`src/rtl/cpu_ctrl.sv`:
```
// Two-step (FETCH/EXEC) control unit for a 16-bit instruction, 4-bit ALU datapath.
// Owns the program counter, instruction register and the registered z/c/s flags.
module cpu_ctrl #(
    parameter int PC_W = 10,
    parameter int IW   = 16
) (
    input  logic            clk,
    input  logic            reset,
    input  logic            en,
    input  logic [IW-1:0]   instr,
    input  logic            zero_in,
    input  logic            carry_in,
    input  logic            sign_in,
    output logic [PC_W-1:0] pc,
    output logic [1:0]      alu_op,
    output logic            l,
    output logic [3:0]      ra,
    output logic [3:0]      rb,
    output logic [3:0]      rd,
    output logic [3:0]      imm,
    output logic            sel_imm,
    output logic            we,
    output logic            z,
    output logic            c,
    output logic            s,
    output logic            halt
);

    typedef enum logic [1:0] {
        ST_FETCH = 2'd0,
        ST_EXEC  = 2'd1,
        ST_HALT  = 2'd2
    } state_t;

    state_t          state, state_nxt;
    logic [IW-1:0]   ir;
    logic [PC_W-1:0] pc_nxt;
    logic [PC_W-1:0] pc_inc;
    logic            flags_upd;
    logic            is_alu, is_jmp, is_loadi, is_halt;
    logic            jmp_taken;

    assign is_alu   = ~ir[15];
    assign is_jmp   = (ir[15:14] == 2'b10);
    assign is_loadi = (ir[15:12] == 4'hC);
    assign is_halt  = (ir[15:12] == 4'hF);

    // Field outputs track ir in every state; only we/sel_imm are state-qualified.
    assign l      = ir[14];
    assign alu_op = ir[13:12];
    assign ra     = ir[11:8];
    assign rb     = ir[7:4];
    assign rd     = ir[3:0];
    assign imm    = ir[7:4];
    assign halt   = (state == ST_HALT);

    // Wraps naturally at all-ones because the sum is truncated to PC_W bits.
    assign pc_inc = pc + PC_W'(1);

    // Conditions read the registered flags, i.e. the result of the last ALU op.
    always_comb begin
        case (ir[13:12])
            2'b00:   jmp_taken = 1'b1;
            2'b01:   jmp_taken = z;
            2'b10:   jmp_taken = c;
            default: jmp_taken = s;
        endcase
    end

    // NOTE: every output of this block gets a default first, so no path can infer a latch.
    always_comb begin
        state_nxt = state;
        pc_nxt    = pc;
        flags_upd = 1'b0;
        we        = 1'b0;
        sel_imm   = 1'b0;
        case (state)
            ST_FETCH: state_nxt = ST_EXEC;
            ST_EXEC: begin
                state_nxt = ST_FETCH;
                pc_nxt    = pc_inc;
                if (is_alu) begin
                    we        = en;
                    flags_upd = 1'b1;
                end else if (is_jmp) begin
                    if (jmp_taken) pc_nxt = ir[PC_W-1:0];
                end else if (is_loadi) begin
                    we      = en;
                    sel_imm = 1'b1;
                end else if (is_halt) begin
                    state_nxt = ST_HALT;
                    pc_nxt    = pc;
                end
            end
            ST_HALT: state_nxt = ST_HALT;
            default: state_nxt = ST_FETCH;
        endcase
    end

    // NOTE: ir is a plain register, not a memory, so it is reset with the rest of the state.
    always_ff @(posedge clk or negedge reset) begin
        if (!reset) begin
            state <= ST_FETCH;
            ir    <= '0;
            pc    <= '0;
            z     <= 1'b0;
            c     <= 1'b0;
            s     <= 1'b0;
        end else if (en) begin
            // NOTE: non-blocking updates keep every register sampling pre-edge values.
            state <= state_nxt;
            pc    <= pc_nxt;
            if (state == ST_FETCH) ir <= instr;
            if (flags_upd) begin
                z <= zero_in;
                c <= carry_in;
                s <= sign_in;
            end
        end
    end

endmodule

```
`config.mk`:
```
export PLATFORM = sky130hd
export DESIGN_NAME = cpu_ctrl
export DESIGN_NICKNAME = d
export VERILOG_FILES = /design/src/rtl/cpu_ctrl.sv
export SDC_FILE = /design/constraint.sdc
export NUM_CORES = 1
export LEC_CHECK = 0
export CORE_ASPECT_RATIO = 0.7
export CORE_MARGIN = 2
export CORE_UTILIZATION = 40
export CTS_BUF_LIST = sky130_fd_sc_hd__clkbuf_2 sky130_fd_sc_hd__clkbuf_4 sky130_fd_sc_hd__clkbuf_8
export DETAILED_ROUTE_END_ITERATION = 7
export PLACE_DENSITY_LB_ADDON = 0.2
export SLEW_MARGIN = 20
export SYNTH_ARGS = -nofsm -noshare
export SYNTH_HDL_FRONTEND = slang
export SYNTH_SLANG_ARGS = --single-unit
```
`constraint.sdc`:
```
create_clock -name clk -period 1.7 [get_ports clk]
set_input_delay 0.34 -clock clk [delete_from_list [all_inputs] [get_ports clk]]
set_output_delay 0.34 -clock clk [all_outputs]
set_load 0.1 [all_outputs]
```
After elaboration in Yosys (flattened, before gate mapping)
Cells that the tools add are included.
{"block": "word_totals", "rom_bits": 0, "word_cells": 41, "out_inout_bits": 35, "memories": 0, "ff_bits": 31, "latch_bits": 0, "ram_bits": 0}
{"block": "classes", "mux": 21, "bitwise_logic": 0, "add_sub_neg": 1, "div": 0, "magnitude_cmp": 0, "reduce_logical": 5, "mul": 0, "n_eq_ne": 8, "n_shift": 0}
{"op": "$mux W10", "count": 5}
{"op": "$add A10 B1 Y10 const B", "count": 1}
{"op": "$mux W1", "count": 10}
{"op": "$eq A4 B4 Y1 const B", "count": 2}
{"op": "$mux W2", "count": 4}
{"op": "$eq A2 B2 Y1 const B", "count": 3}
{"op": "$pmux W2 S3", "count": 1}
{"op": "$eq A2 B1 Y1 const B", "count": 2}
{"op": "$logic_not A2 Y1", "count": 2}
{"op": "$ne A4 B4 Y1 const B", "count": 1}
{"op": "$reduce_and A2 Y1", "count": 2}
{"op": "$pmux W1 S3", "count": 1}
{"op": "$reduce_and A3 Y1", "count": 1}

Depth between registers and ports, before layout
Gate-level depths: netlist of run 1.
{"block": "logic_depth", "depth_word": 6, "depth_mapped": 5, "depth_no_buf": 5}

Worst setup path before layout of run 1
OpenSTA, ideal clock, no wires.
{"block": "synth_timing", "path_type": "flip-flop to output port", "from": "reg ir[14]", "to": "out sel_imm", "arrival_ps": 3251, "stages_incl_launch_ff": 3, "required_ps": 1360, "slack_ps": -1891, "path_cell_list": "dfrtp_1 -> nand2_1 -> nor3_1"}
{"block": "synth_via", "elab_chain_len": 5, "word_cells_on_any_way": 6, "classes_between": "eq/ne: 2; mux: 4"}
{"item": "start: declaration", "line": "36", "text": "logic [IW-1:0] ir;"}
{"item": "start signal: assignment", "line": "113", "text": "if (state == ST_FETCH) ir <= instr;"}
{"item": "$eq A4 B4 Y1", "line": "45", "text": "assign is_loadi = (ir[15:12] == 4'hC);"}
{"item": "$mux W1", "line": "87", "text": "end else if (is_loadi) begin"}
{"item": "$mux W1 *", "line": "85", "text": "end else if (is_jmp) begin"}
{"item": "$mux W1 *", "line": "82", "text": "if (is_alu) begin"}
{"item": "$mux W1 *", "line": "77", "text": "case (state)"}
{"item": "end: declaration", "line": "21", "text": "output logic sel_imm,"}
Every way passes the cells marked *; elsewhere a longest branch is shown, timed or not.

Worst setup path after layout of run 1
{"block": "layout_timing", "from": "reg ir[12]", "to": "reg pc[8]"}
{"block": "layout_via", "elab_chain_len": 5, "word_cells_on_any_way": 12, "classes_between": "eq/ne: 5; mux: 5; reduce/logical: 2"}
{"item": "$eq A2 B2 Y1, or another cell as far along", "line": "62", "text": "case (ir[13:12])"}
{"item": "$pmux W1 S3", "line": "62"}
{"item": "$mux W10", "line": "86", "text": "if (jmp_taken) pc_nxt = ir[PC_W-1:0];"}
{"item": "$mux W10", "line": "85"}
{"item": "$mux W10", "line": "82"}
{"item": "end signal: assignment", "line": "112", "text": "pc <= pc_nxt;"}
{"item": "end: declaration", "line": "14", "text": "output logic [PC_W-1:0] pc,"}
Several ways; a longest one is shown, not always the timed one.
A chain may end at the register's enable or synchronous reset.

==> results of run 1 <==
==> layer usage <==
metal,wire [um],vias up
li1,-,643
met1,1726,658
met2,1983,39
met3,193,11
met4,89,0
met5,0,-
==> layout make-up <==
| class | count | area, um2 |
|---|---|---|
| Sequential cell | 31 | 804.5 |
| Tap cell | 52 | 65.06 |
| Fill cell | 287 | 1114 |
| Clock inverter | 1 | 5.005 |
| Multi-Input combinational cell | 88 | 754.5 |
| Inverter | 9 | 33.78 |
| Clock buffer | 7 | 90.09 |
| Timing Repair Buffer | 76 | 1080 |
==> worst paths after layout <==
kind,slack [ps],startpoint,cells after the start,end
min,450,reset,2,pc[0]
max in group asynchronous,940,reset,2,c
min in group clk,570,en,4,state[1]
max reg2reg,-3,ir[12],5,pc[8]
min reg2reg,580,state[0],1,state[0]
max,-3,ir[12],5,pc[8]
==> cell families after synthesis <==
group                      Yosys count  share of synthesized area
DFF                                 31                     0.4665
AOI/OAI and AO/OA                   22                    0.09481
buffers and inverters               32                     0.1204
adders and majority gates            1                   0.007523
and+or+nand+nor                     39                     0.1407
muxes                               26                     0.1701
==> flip-flops by register name, summed over array words and instances (netlist names) <==
signal  count
state       2
ir         16
c           1
s           1
pc         10
z           1
==> critical path, stage by stage (launching register included) <==
cell and delay [ps]:
sky130_fd_sc_hd__dfrtp_2 470, sky130_fd_sc_hd__nor3b_4 180, sky130_fd_sc_hd__a2111oi_4 380, sky130_fd_sc_hd__buf_12 210
sky130_fd_sc_hd__o21ai_1 90, sky130_fd_sc_hd__a211o_1 260
==> synth_stat cells, drive strengths merged <==
cell type / count
buf: 22
a2111oi: 1
nor2b: 3
a21o: 1
nor4b: 2
ha: 1
nor3b: 1
and4: 3
o21ai: 11
a21oi: 1
mux2: 18
nor3: 2
nand2: 8
nor2: 3
nand3: 4
nand3b: 1
dfrtp: 31
nand4: 3
clkbuf: 1
mux2i: 8
a211o: 2
and3: 6
or3: 1
inv: 9
and2: 1
a22oi: 6
nand2b: 1
==> through the flow <==
step	hold WS, ps	util
floorplan	44.41	-
global placement	560.8	0.6760
detailed placement	569.7	0.6760
CTS	455.4	0.7137
global route	473.5	0.7178
finish	446.2	0.7178
==> what timing repair did <==
action / in CTS / in global routing
gates resized for setup: 8 / 3
pin swaps: 2 / 2
endpoints found under the setup margin: 4 / 11
setup buffers: 4 / 1
==> run_summary.xml, run 1 <==
<?xml version="1.0" encoding="UTF-8"?>
<metrics>
  <group name="run_status">
    <metric name="result_of_the_run" unit="">complete, but fails checks</metric>
    <metric name="violations" unit="">negative setup slack</metric>
  </group>
  <group name="timing">
    <metric name="finalHoldViolCount" unit="">0</metric>
    <metric name="final_critical_path_setup_slack" unit="ps">-3.019</metric>
    <metric name="slew_viol_final" unit="">0</metric>
    <metric name="final-setup-viol-count" unit="">1</metric>
    <metric name="worst_pin_slew" unit="ps">392.3</metric>
    <metric name="finalWorstPathRequiredPeriod" unit="ps">1703</metric>
    <metric name="final_min_period_over_clock_period" unit="">1.002</metric>
    <metric name="rsz0062_at_grt" unit="">yes</metric>
    <metric name="clock.fmax" unit="GHz">0.5872</metric>
    <metric name="slew_headroom" unit="">0.7385</metric>
    <metric name="final.setup.tns" unit="ps">-3.019</metric>
    <metric name="final.setup_skew" unit="ps">9.929</metric>
  </group>
  <group name="synth">
    <metric name="synth.yosys.seq_area_share" unit="">0.4665</metric>
    <metric name="yosysTopAreaCell" unit="">sky130_fd_sc_hd__dfrtp_1</metric>
    <metric name="postSynthNetCount" unit="">174</metric>
    <metric name="synth_area_per_cell" unit="um2">11.01</metric>
    <metric name="syn-instance-count" unit="">151</metric>
    <metric name="synth_top_area_frac" unit="">0.4665</metric>
    <metric name="synth.distinct_cells" unit="">32</metric>
    <metric name="ys_warn_count" unit="">0</metric>
    <metric name="cell_area_synth" unit="um2">1663</metric>
    <metric name="synth_area_leaders" unit="">sky130_fd_sc_hd__dfrtp_1 47%, sky130_fd_sc_hd__mux2_2 12%, sky130_fd_sc_hd__buf_4 8.6%, sky130_fd_sc_hd__mux2i_1 4.8%, sky130_fd_sc_hd__a22oi_1 2.7%</metric>
    <metric name="synth-seq-cells" unit="">31</metric>
  </group>
  <group name="clock_network">
    <metric name="cts_tree" unit="">yes</metric>
    <metric name="clk_transition_reported_paths" unit="ps">70</metric>
    <metric name="cts_buffers" unit="">5</metric>
    <metric name="htree_levels" unit="">2</metric>
    <metric name="clock_tree.root_cell" unit="">sky130_fd_sc_hd__clkbuf_8</metric>
    <metric name="clock_tree.buffer_depth" unit="">2</metric>
    <metric name="cts_hold_buf" unit="">0</metric>
    <metric name="cts.sinks" unit="">31</metric>
    <metric name="clkLatencyLatePin" unit="ps">280</metric>
  </group>
  <group name="detailed_routing">
    <metric name="vias_per_cell" unit="">5.117</metric>
    <metric name="drt-initial-drc-count" unit="">87</metric>
    <metric name="detail-route-antenna-nets" unit="">0</metric>
    <metric name="routed_wl" unit="mm">3.993</metric>
    <metric name="detailedRoute.firstPassIterationCount" unit="">4</metric>
    <metric name="via_count" unit="">1351</metric>
    <metric name="routedWlPerCell" unit="um">15.13</metric>
    <metric name="drcViolationCount" unit="">0</metric>
  </group>
  <group name="worst_hold_path">
    <metric name="holdCritPathClass" unit="">primary input to asynchronous set/reset pin</metric>
  </group>
  <group name="cells_and_area">
    <metric name="layout.cells.non_filler" unit="">264</metric>
    <metric name="nets" unit="">234</metric>
    <metric name="post_route_cells_drive_above_1_share" unit="">0.5142</metric>
    <metric name="post_route_cell_area" unit="um2">2833</metric>
    <metric name="layout_common_cells" unit="">36 x sky130_fd_sc_hd__buf_12, 20 x sky130_fd_sc_hd__clkdlybuf4s50_1, 18 x sky130_fd_sc_hd__mux2_2</metric>
    <metric name="layout.cells.most_common" unit="">sky130_fd_sc_hd__buf_12</metric>
    <metric name="num_antenna_cells" unit="">0</metric>
    <metric name="area_growth" unit="%">70.35</metric>
  </group>
  <group name="setup_path">
    <metric name="critical_path_arrival" unit="ps">1870</metric>
    <metric name="crit_path_end_kind" unit="">flip-flop</metric>
    <metric name="worstPathMaxFanout" unit="">21</metric>
    <metric name="critPathKind" unit="">flip-flop to flip-flop</metric>
    <metric name="critPathRequiredTime" unit="ps">1870</metric>
    <metric name="critical_path.startpoint_type" unit="">flip-flop</metric>
  </group>
  <group name="grt">
    <metric name="antenna_found_initial" unit="">0</metric>
    <metric name="globalRouteMet2Util" unit="">0.3093</metric>
    <metric name="gr-max-usage-layer" unit="">met2</metric>
    <metric name="grt_max_degree" unit="">32</metric>
    <metric name="grt_first_pass_wirelength" unit="mm">6.941</metric>
    <metric name="gr-usage-all-layers" unit="">0.1975</metric>
    <metric name="vias_in_the_first_global_route" unit="">1436</metric>
    <metric name="grt.met1_usage" unit="">0.2634</metric>
    <metric name="overflow" unit="">0</metric>
    <metric name="met3_usage" unit="">0.05296</metric>
  </group>
  <group name="placement">
    <metric name="number_of_buffer_cells_added_on_primary_ports" unit="">56</metric>
    <metric name="placed_cell_areas" unit="um2">2668</metric>
    <metric name="pre_cts_slack" unit="ps">-198.3</metric>
    <metric name="gpl.final_weighted_congestion" unit="">0.7808</metric>
    <metric name="numPlacedInstances" unit="">251</metric>
    <metric name="place_hpwl" unit="mm">2.978</metric>
  </group>
  <group name="die">
    <metric name="start_util" unit="">0.4214</metric>
    <metric name="fp.dieArea" unit="um2">4697</metric>
    <metric name="die_h" unit="um">57.95</metric>
    <metric name="core_footprint" unit="um2">3946</metric>
    <metric name="design.portCount" unit="">57</metric>
    <metric name="die_width" unit="um">81.07</metric>
    <metric name="num_rows" unit="">19</metric>
  </group>
  <group name="job">
    <metric name="max-cap-violations" unit="">0</metric>
  </group>
</metrics>
Power of run 1 is not shown: default switching activity piles up to over one toggle a cycle in this logic, so the estimate is an artifact.
==> run 2: changes to the inputs <==
SKIP_LAST_GASP = 1   (was unset)
SLEW_MARGIN = unset   (was 20)
==> run_summary.xml, run 2 (synthesis gave the netlist of run 1 again) <==
<?xml version="1.0" encoding="UTF-8"?>
<metrics>
  <group name="run_status">
    <metric name="result_of_the_run" unit="">complete, but fails checks</metric>
    <metric name="violations" unit="">negative setup slack</metric>
  </group>
  <group name="cells_and_area">
    <metric name="layout_common_cells" unit="">37 x sky130_fd_sc_hd__buf_12, 20 x sky130_fd_sc_hd__clkdlybuf4s50_1, 18 x sky130_fd_sc_hd__mux2_2</metric>
    <metric name="post_route_cells_drive_above_1_share" unit="">0.5139</metric>
    <metric name="final_util" unit="">0.7381</metric>
    <metric name="post_route_cell_area" unit="um2">2913</metric>
    <metric name="num_antenna_cells" unit="">0</metric>
    <metric name="area_growth" unit="%">75.17</metric>
    <metric name="layout.cells.most_common" unit="">sky130_fd_sc_hd__buf_12</metric>
    <metric name="max_reg_flops" unit="">16</metric>
    <metric name="register_with_the_most_flip_flops" unit="">ir</metric>
    <metric name="largest_registers" unit="">ir (16), pc (10), state (2)</metric>
    <metric name="nets" unit="">238</metric>
  </group>
  <group name="die">
    <metric name="design.portCount" unit="">57</metric>
    <metric name="die_h" unit="um">57.95</metric>
    <metric name="die_width" unit="um">81.07</metric>
    <metric name="fp.dieArea" unit="um2">4697</metric>
    <metric name="core_footprint" unit="um2">3946</metric>
    <metric name="num_rows" unit="">19</metric>
    <metric name="start_util" unit="">0.4214</metric>
  </group>
  <group name="detailed_routing">
    <metric name="routedWlPerCell" unit="um">16.99</metric>
    <metric name="vias_per_cell" unit="">5.280</metric>
    <metric name="met2RoutedLength" unit="mm">2.241</metric>
    <metric name="detailedRoute.firstPassIterationCount" unit="">4</metric>
    <metric name="routed_wl" unit="mm">4.553</metric>
    <metric name="route.top_layer_used" unit="">met4</metric>
    <metric name="met3_length" unit="um">226</metric>
    <metric name="drt-initial-drc-count" unit="">48</metric>
    <metric name="via_count" unit="">1415</metric>
    <metric name="detail-route-antenna-nets" unit="">0</metric>
    <metric name="drt-met1-wl" unit="mm">1.997</metric>
    <metric name="drcViolationCount" unit="">0</metric>
  </group>
  <group name="setup_path">
    <metric name="crit_chain" unit="">mux2i_2 &gt; a2111oi_4 &gt; buf_6 &gt; clkbuf_16 &gt; mux2i_1 &gt; a22oi_1</metric>
    <metric name="number_of_buffers_and_inverters_on_the_critical_path" unit="">2</metric>
    <metric name="critPathRequiredTime" unit="ps">1860</metric>
    <metric name="worstPathMaxFanout" unit="">5</metric>
    <metric name="critical_path_arrival" unit="ps">1940</metric>
    <metric name="cp_top_family" unit="">flip-flops</metric>
    <metric name="critical_path.startpoint_type" unit="">flip-flop</metric>
    <metric name="worst_path_largest_cell_delay" unit="ps">480</metric>
    <metric name="critPathKind" unit="">flip-flop to flip-flop</metric>
    <metric name="crit_path_end_kind" unit="">flip-flop</metric>
    <metric name="library_cell_contributing_the_largest_single_delay_on_the_critical_path" unit="">sky130_fd_sc_hd__dfrtp_2</metric>
  </group>
  <group name="worst_hold_path">
    <metric name="holdCritPathClass" unit="">primary input to asynchronous set/reset pin</metric>
  </group>
  <group name="clock_network">
    <metric name="cts_buffers" unit="">5</metric>
    <metric name="htree_levels" unit="">2</metric>
    <metric name="cts_hold_buf" unit="">0</metric>
    <metric name="clock_tree.root_cell" unit="">sky130_fd_sc_hd__clkbuf_8</metric>
    <metric name="clkLatencyLatePin" unit="ps">290</metric>
    <metric name="clock_tree.buffer_depth" unit="">2</metric>
    <metric name="cts_tree" unit="">yes</metric>
    <metric name="cts.sinks" unit="">31</metric>
    <metric name="clk_transition_reported_paths" unit="ps">70</metric>
  </group>
  <group name="placement">
    <metric name="gpl.final_weighted_congestion" unit="">0.7808</metric>
    <metric name="pre_cts_slack" unit="ps">-198.3</metric>
    <metric name="place_hpwl" unit="mm">2.978</metric>
    <metric name="number_of_buffer_cells_added_on_primary_ports" unit="">56</metric>
    <metric name="placed_cell_areas" unit="um2">2668</metric>
  </group>
  <group name="timing">
    <metric name="slew_viol_final" unit="">0</metric>
    <metric name="final_critical_path_setup_slack" unit="ps">-77.57</metric>
    <metric name="clock.fmax" unit="GHz">0.5626</metric>
    <metric name="worst_pin_slew" unit="ps">400.1</metric>
    <metric name="final_min_period_over_clock_period" unit="">1.046</metric>
    <metric name="final.setup_skew" unit="ps">10.88</metric>
    <metric name="final-setup-viol-count" unit="">7</metric>
    <metric name="rsz0062_at_grt" unit="">yes</metric>
    <metric name="finalWorstPathRequiredPeriod" unit="ps">1778</metric>
    <metric name="finalHoldViolCount" unit="">0</metric>
    <metric name="slew_headroom" unit="">0.7333</metric>
  </group>
  <group name="grt">
    <metric name="antenna_found_initial" unit="">0</metric>
    <metric name="grt_first_pass_wirelength" unit="mm">6.844</metric>
    <metric name="grt_max_degree" unit="">32</metric>
    <metric name="overflow" unit="">0</metric>
    <metric name="vias_in_the_first_global_route" unit="">1427</metric>
    <metric name="gr-usage-all-layers" unit="">0.1948</metric>
  </group>
  <group name="job">
    <metric name="max-cap-violations" unit="">0</metric>
  </group>
</metrics>
-- run 2: cell types whose count changed in the layout (fill, tap and decap cells not counted) --
| cell | delta |
|---|---|
| sky130_fd_sc_hd__nor2b_1 | +1 |
| sky130_fd_sc_hd__buf_12 | +1 |
| sky130_fd_sc_hd__buf_6 | +2 |
| sky130_fd_sc_hd__nor2b_2 | -1 |
| sky130_fd_sc_hd__nand2b_2 | -1 |
| sky130_fd_sc_hd__clkbuf_16 | +2 |
| sky130_fd_sc_hd__nand2b_1 | +1 |
| sky130_fd_sc_hd__buf_4 | -1 |
-- run 2: layer usage --
metal	track usage	vias up
met5	0	-
met4	0.07990	0
met3	0.05296	11
met2	0.3081	47
met1	0.2553	710
li1	-	647
-- run 2: worst reg2reg max path, stage by stage, from the launching register on --
cell and delay (ps):
sky130_fd_sc_hd__dfrtp_2 480, sky130_fd_sc_hd__mux2i_2 190, sky130_fd_sc_hd__a2111oi_4 300, sky130_fd_sc_hd__buf_6 180, sky130_fd_sc_hd__clkbuf_16 150, sky130_fd_sc_hd__mux2i_1 240
sky130_fd_sc_hd__a22oi_1 110
-- run 2: path summary, 6_finish.rpt --
check / start / end / slack, ps / cells after the start
hold reg to reg: state[0] / state[0] / 580 / 1
setup reg to reg: ir[12] / pc[4] / -80 / 6
max in group asynchronous: reset / ir[14] / 930 / 2
setup / recovery: ir[12] / pc[4] / -80 / 6
min in group clk: en / state[1] / 570 / 4
hold / removal: reset / pc[0] / 450 / 2
-- run 2: layout make-up --
class	instances	area (um2)
Multi-Input combinational cell	88	749.5
Timing Repair Buffer	80	1165
Inverter	9	33.78
Fill cell	271	1033
Tap cell	52	65.06
Clock inverter	1	5.005
Sequential cell	31	804.5
Clock buffer	7	90.09
-- run 2: per-stage QoR --
| stage | cells | hold WS, ps | setup TNS (ps) |
|---|---|---|---|
| 6_report | 268 | 447.8 | -195.2 |
| 5_1_grt | 268 | 472.9 | -739.7 |
| 4_1_cts | 263 | 455.4 | -22.48 |
| 3_5_place_dp | 251 | 569.7 | -3237 |
| 3_3_place_gp | 251 | 560.8 | -2005 |
| 2_1_floorplan | 151 | 44.41 | -229.6 |
-- run 2: what timing repair did --
| action | in CTS | in global routing |
|---|---|---|
| buffers inserted | 4 | 2 |
| endpoints found under the setup margin | 4 | 11 |
| pin swaps | 2 | 8 |
| gates cloned | 0 | 3 |
| resized for setup | 7 | 3 |
Power of run 2 is left out for the same reason.
==> variant (flow settings as in run 1) <==
Register the output `pc` once more, cleared by the reset; this adds one clock of latency there. The other outputs are not delayed to match.
--- a/src/rtl/cpu_ctrl.sv
+++ b/src/rtl/cpu_ctrl.sv
@@ -32,6 +32,8 @@
         ST_HALT  = 2'd2
     } state_t;
 
+    logic [PC_W-1:0] pc_s0;
+
     state_t          state, state_nxt;
     logic [IW-1:0]   ir;
     logic [PC_W-1:0] pc_nxt;
@@ -55,7 +57,7 @@
     assign halt   = (state == ST_HALT);
 
     // Wraps naturally at all-ones because the sum is truncated to PC_W bits.
-    assign pc_inc = pc + PC_W'(1);
+    assign pc_inc = pc_s0 + PC_W'(1);
 
     // Conditions read the registered flags, i.e. the result of the last ALU op.
     always_comb begin
@@ -70,7 +72,7 @@
     // NOTE: every output of this block gets a default first, so no path can infer a latch.
     always_comb begin
         state_nxt = state;
-        pc_nxt    = pc;
+        pc_nxt    = pc_s0;
         flags_upd = 1'b0;
         we        = 1'b0;
         sel_imm   = 1'b0;
@@ -89,7 +91,7 @@
                     sel_imm = 1'b1;
                 end else if (is_halt) begin
                     state_nxt = ST_HALT;
-                    pc_nxt    = pc;
+                    pc_nxt    = pc_s0;
                 end
             end
             ST_HALT: state_nxt = ST_HALT;
@@ -102,14 +104,14 @@
         if (!reset) begin
             state <= ST_FETCH;
             ir    <= '0;
-            pc    <= '0;
+            pc_s0 <= '0;
             z     <= 1'b0;
             c     <= 1'b0;
             s     <= 1'b0;
         end else if (en) begin
             // NOTE: non-blocking updates keep every register sampling pre-edge values.
             state <= state_nxt;
-            pc    <= pc_nxt;
+            pc_s0 <= pc_nxt;
             if (state == ST_FETCH) ir <= instr;
             if (flags_upd) begin
                 z <= zero_in;
@@ -119,5 +121,13 @@
         end
     end
 
+    always_ff @(posedge clk or negedge reset) begin
+        if (!reset) begin
+            pc <= '0;
+        end else begin
+            pc <= pc_s0;
+        end
+    end
+
 endmodule
 
Formal check against the unedited RTL: not equivalent (a bounded check fails within 4 cycles, from zero or initial values and one cycle with reset low).
==> variant against run 1 <==
  * The flow still finishes with violations (negative setup slack)
  * Setup slack lost 0.079 ns
  * Core utilization shrank 0.91 points
  * Area after synthesis is 15% higher
  * Routed wire length increased by 18%
  * Maximum frequency shrank 4.5%
  * Sequential cell count grew 10
  * Cell area rose by 11%
  * Critical endpoint is now sel_imm
  * Largest cell class unchanged
Power is left out: the tool's default activity adds up to more than one toggle a clock period on the data nets, which glitch-free logic cannot reach.
==> variant: results <==
[timing]
fin_skew_ns = 0.00485
worstMarginPinSlew_ns = 0.519
setup_ws_ns = -0.0824
finalSetupTns_ns = -0.254
setup_viol = 5

[yosys]
synth_compound_area_share_pct = 8.85
synth_common_cells = dfrtp_1, buf_4, mux2_2
synth_xor_area_share_pct = 0
synth_fp_nets = 183
ys_ff_latch = 41
synth.area.mux_share_pct = 15.3
synth_cell_type_count = 32
synthAdderAreaFrac_pct = 0.655
yosysSeqAreaShare_pct = 53.7
netlist_top_cells_area = dfrtp_1, mux2_2, buf_4

[final_layout]
diodes = 0
n_all_inverters = 7
register_area_sq_mm = 0.00104
multi_input_area_sq_um = 762
signal_buffers = 80
largestRegisters = ir x16, pc x10, pc_s0 x10
final-nonclk-buf-share_pct = 35.6
clk_share_pct = 4.24
layout.comb_gates.multi_input = 87
fillers = 305
drive_above_1_share_pct = 48.0
num-nets-final = 245

[clocking]
clock_latency_ns = 0.30
cts_buffer_depth = 2
clk_root_buffer_cell = clkbuf_8
cts_setup_buffers = 7
cts_resized = 11
htreeDepth = 2
cts.clk_slew.worst_paths_ns = 0.08

[critical_path]
rr_worst_depth = 6
arrival_ns = 1.44
critPathMaxFanout = 2
worst_path_max_delay_cell = dfrtp_1
max_stage_delay_ns = 0.39
r2r-start = ir[13]
cp_top_family = simple AND/OR/NAND/NOR gates
rr_endpoint = pc_s0[7]
worstSetupEndpoint = sel_imm
crit_path_start = state[1]

[grt]
antenna_found_initial = 0
grt_first_pass_wirelength_um = 8010
grt_pass1_vias = 1511
grtUsageTotal_pct = 20.5
grt_start_max_net_pins = 42

[run_status]
failed_checks = negative setup slack
outcome = finished with violations

[detailed_routing]
vias = 1436
routed_wl_um = 4700
first_iter_violations = 144

[placed_design]
placed_area_sq_mm = 0.00291
hpwl_um = 3230
place_congestion = 0.785
## variant: changes by cell type after synthesis, moves of 3 or more
cell / before / now
and4_1: 3 / 0
o2bb2ai_1: 0 / 3
dfrtp_1: 31 / 41
nor3_1: 1 / 5
o21ai_1: 5 / 2
## variant: per-stage QoR
stage / setup WS (ns) / hold WS, ns / cells / utilization, %
2_1_floorplan: -0.718 / 0.0444 / 160 / -
3_3_place_gp: -0.138 / 0.393 / 262 / 65.3
3_5_place_dp: -0.169 / 0.400 / 262 / 65.3
4_1_cts: -0.104 / 0.115 / 280 / 71.7
5_1_grt: -0.145 / 0.137 / 278 / 70.9
6_report: -0.0824 / 0.0961 / 278 / 70.9
## variant: layer usage
layer | routed length [um] | GRT usage [%] | up-vias
met2 | 2290 | 31.6 | 36
met3 | 255 | 6.08 | 2
met5 | 0 | 0 | -
met1 | 2130 | 28.6 | 729
li1 | - | - | 669
met4 | 30 | 6.03 | 0
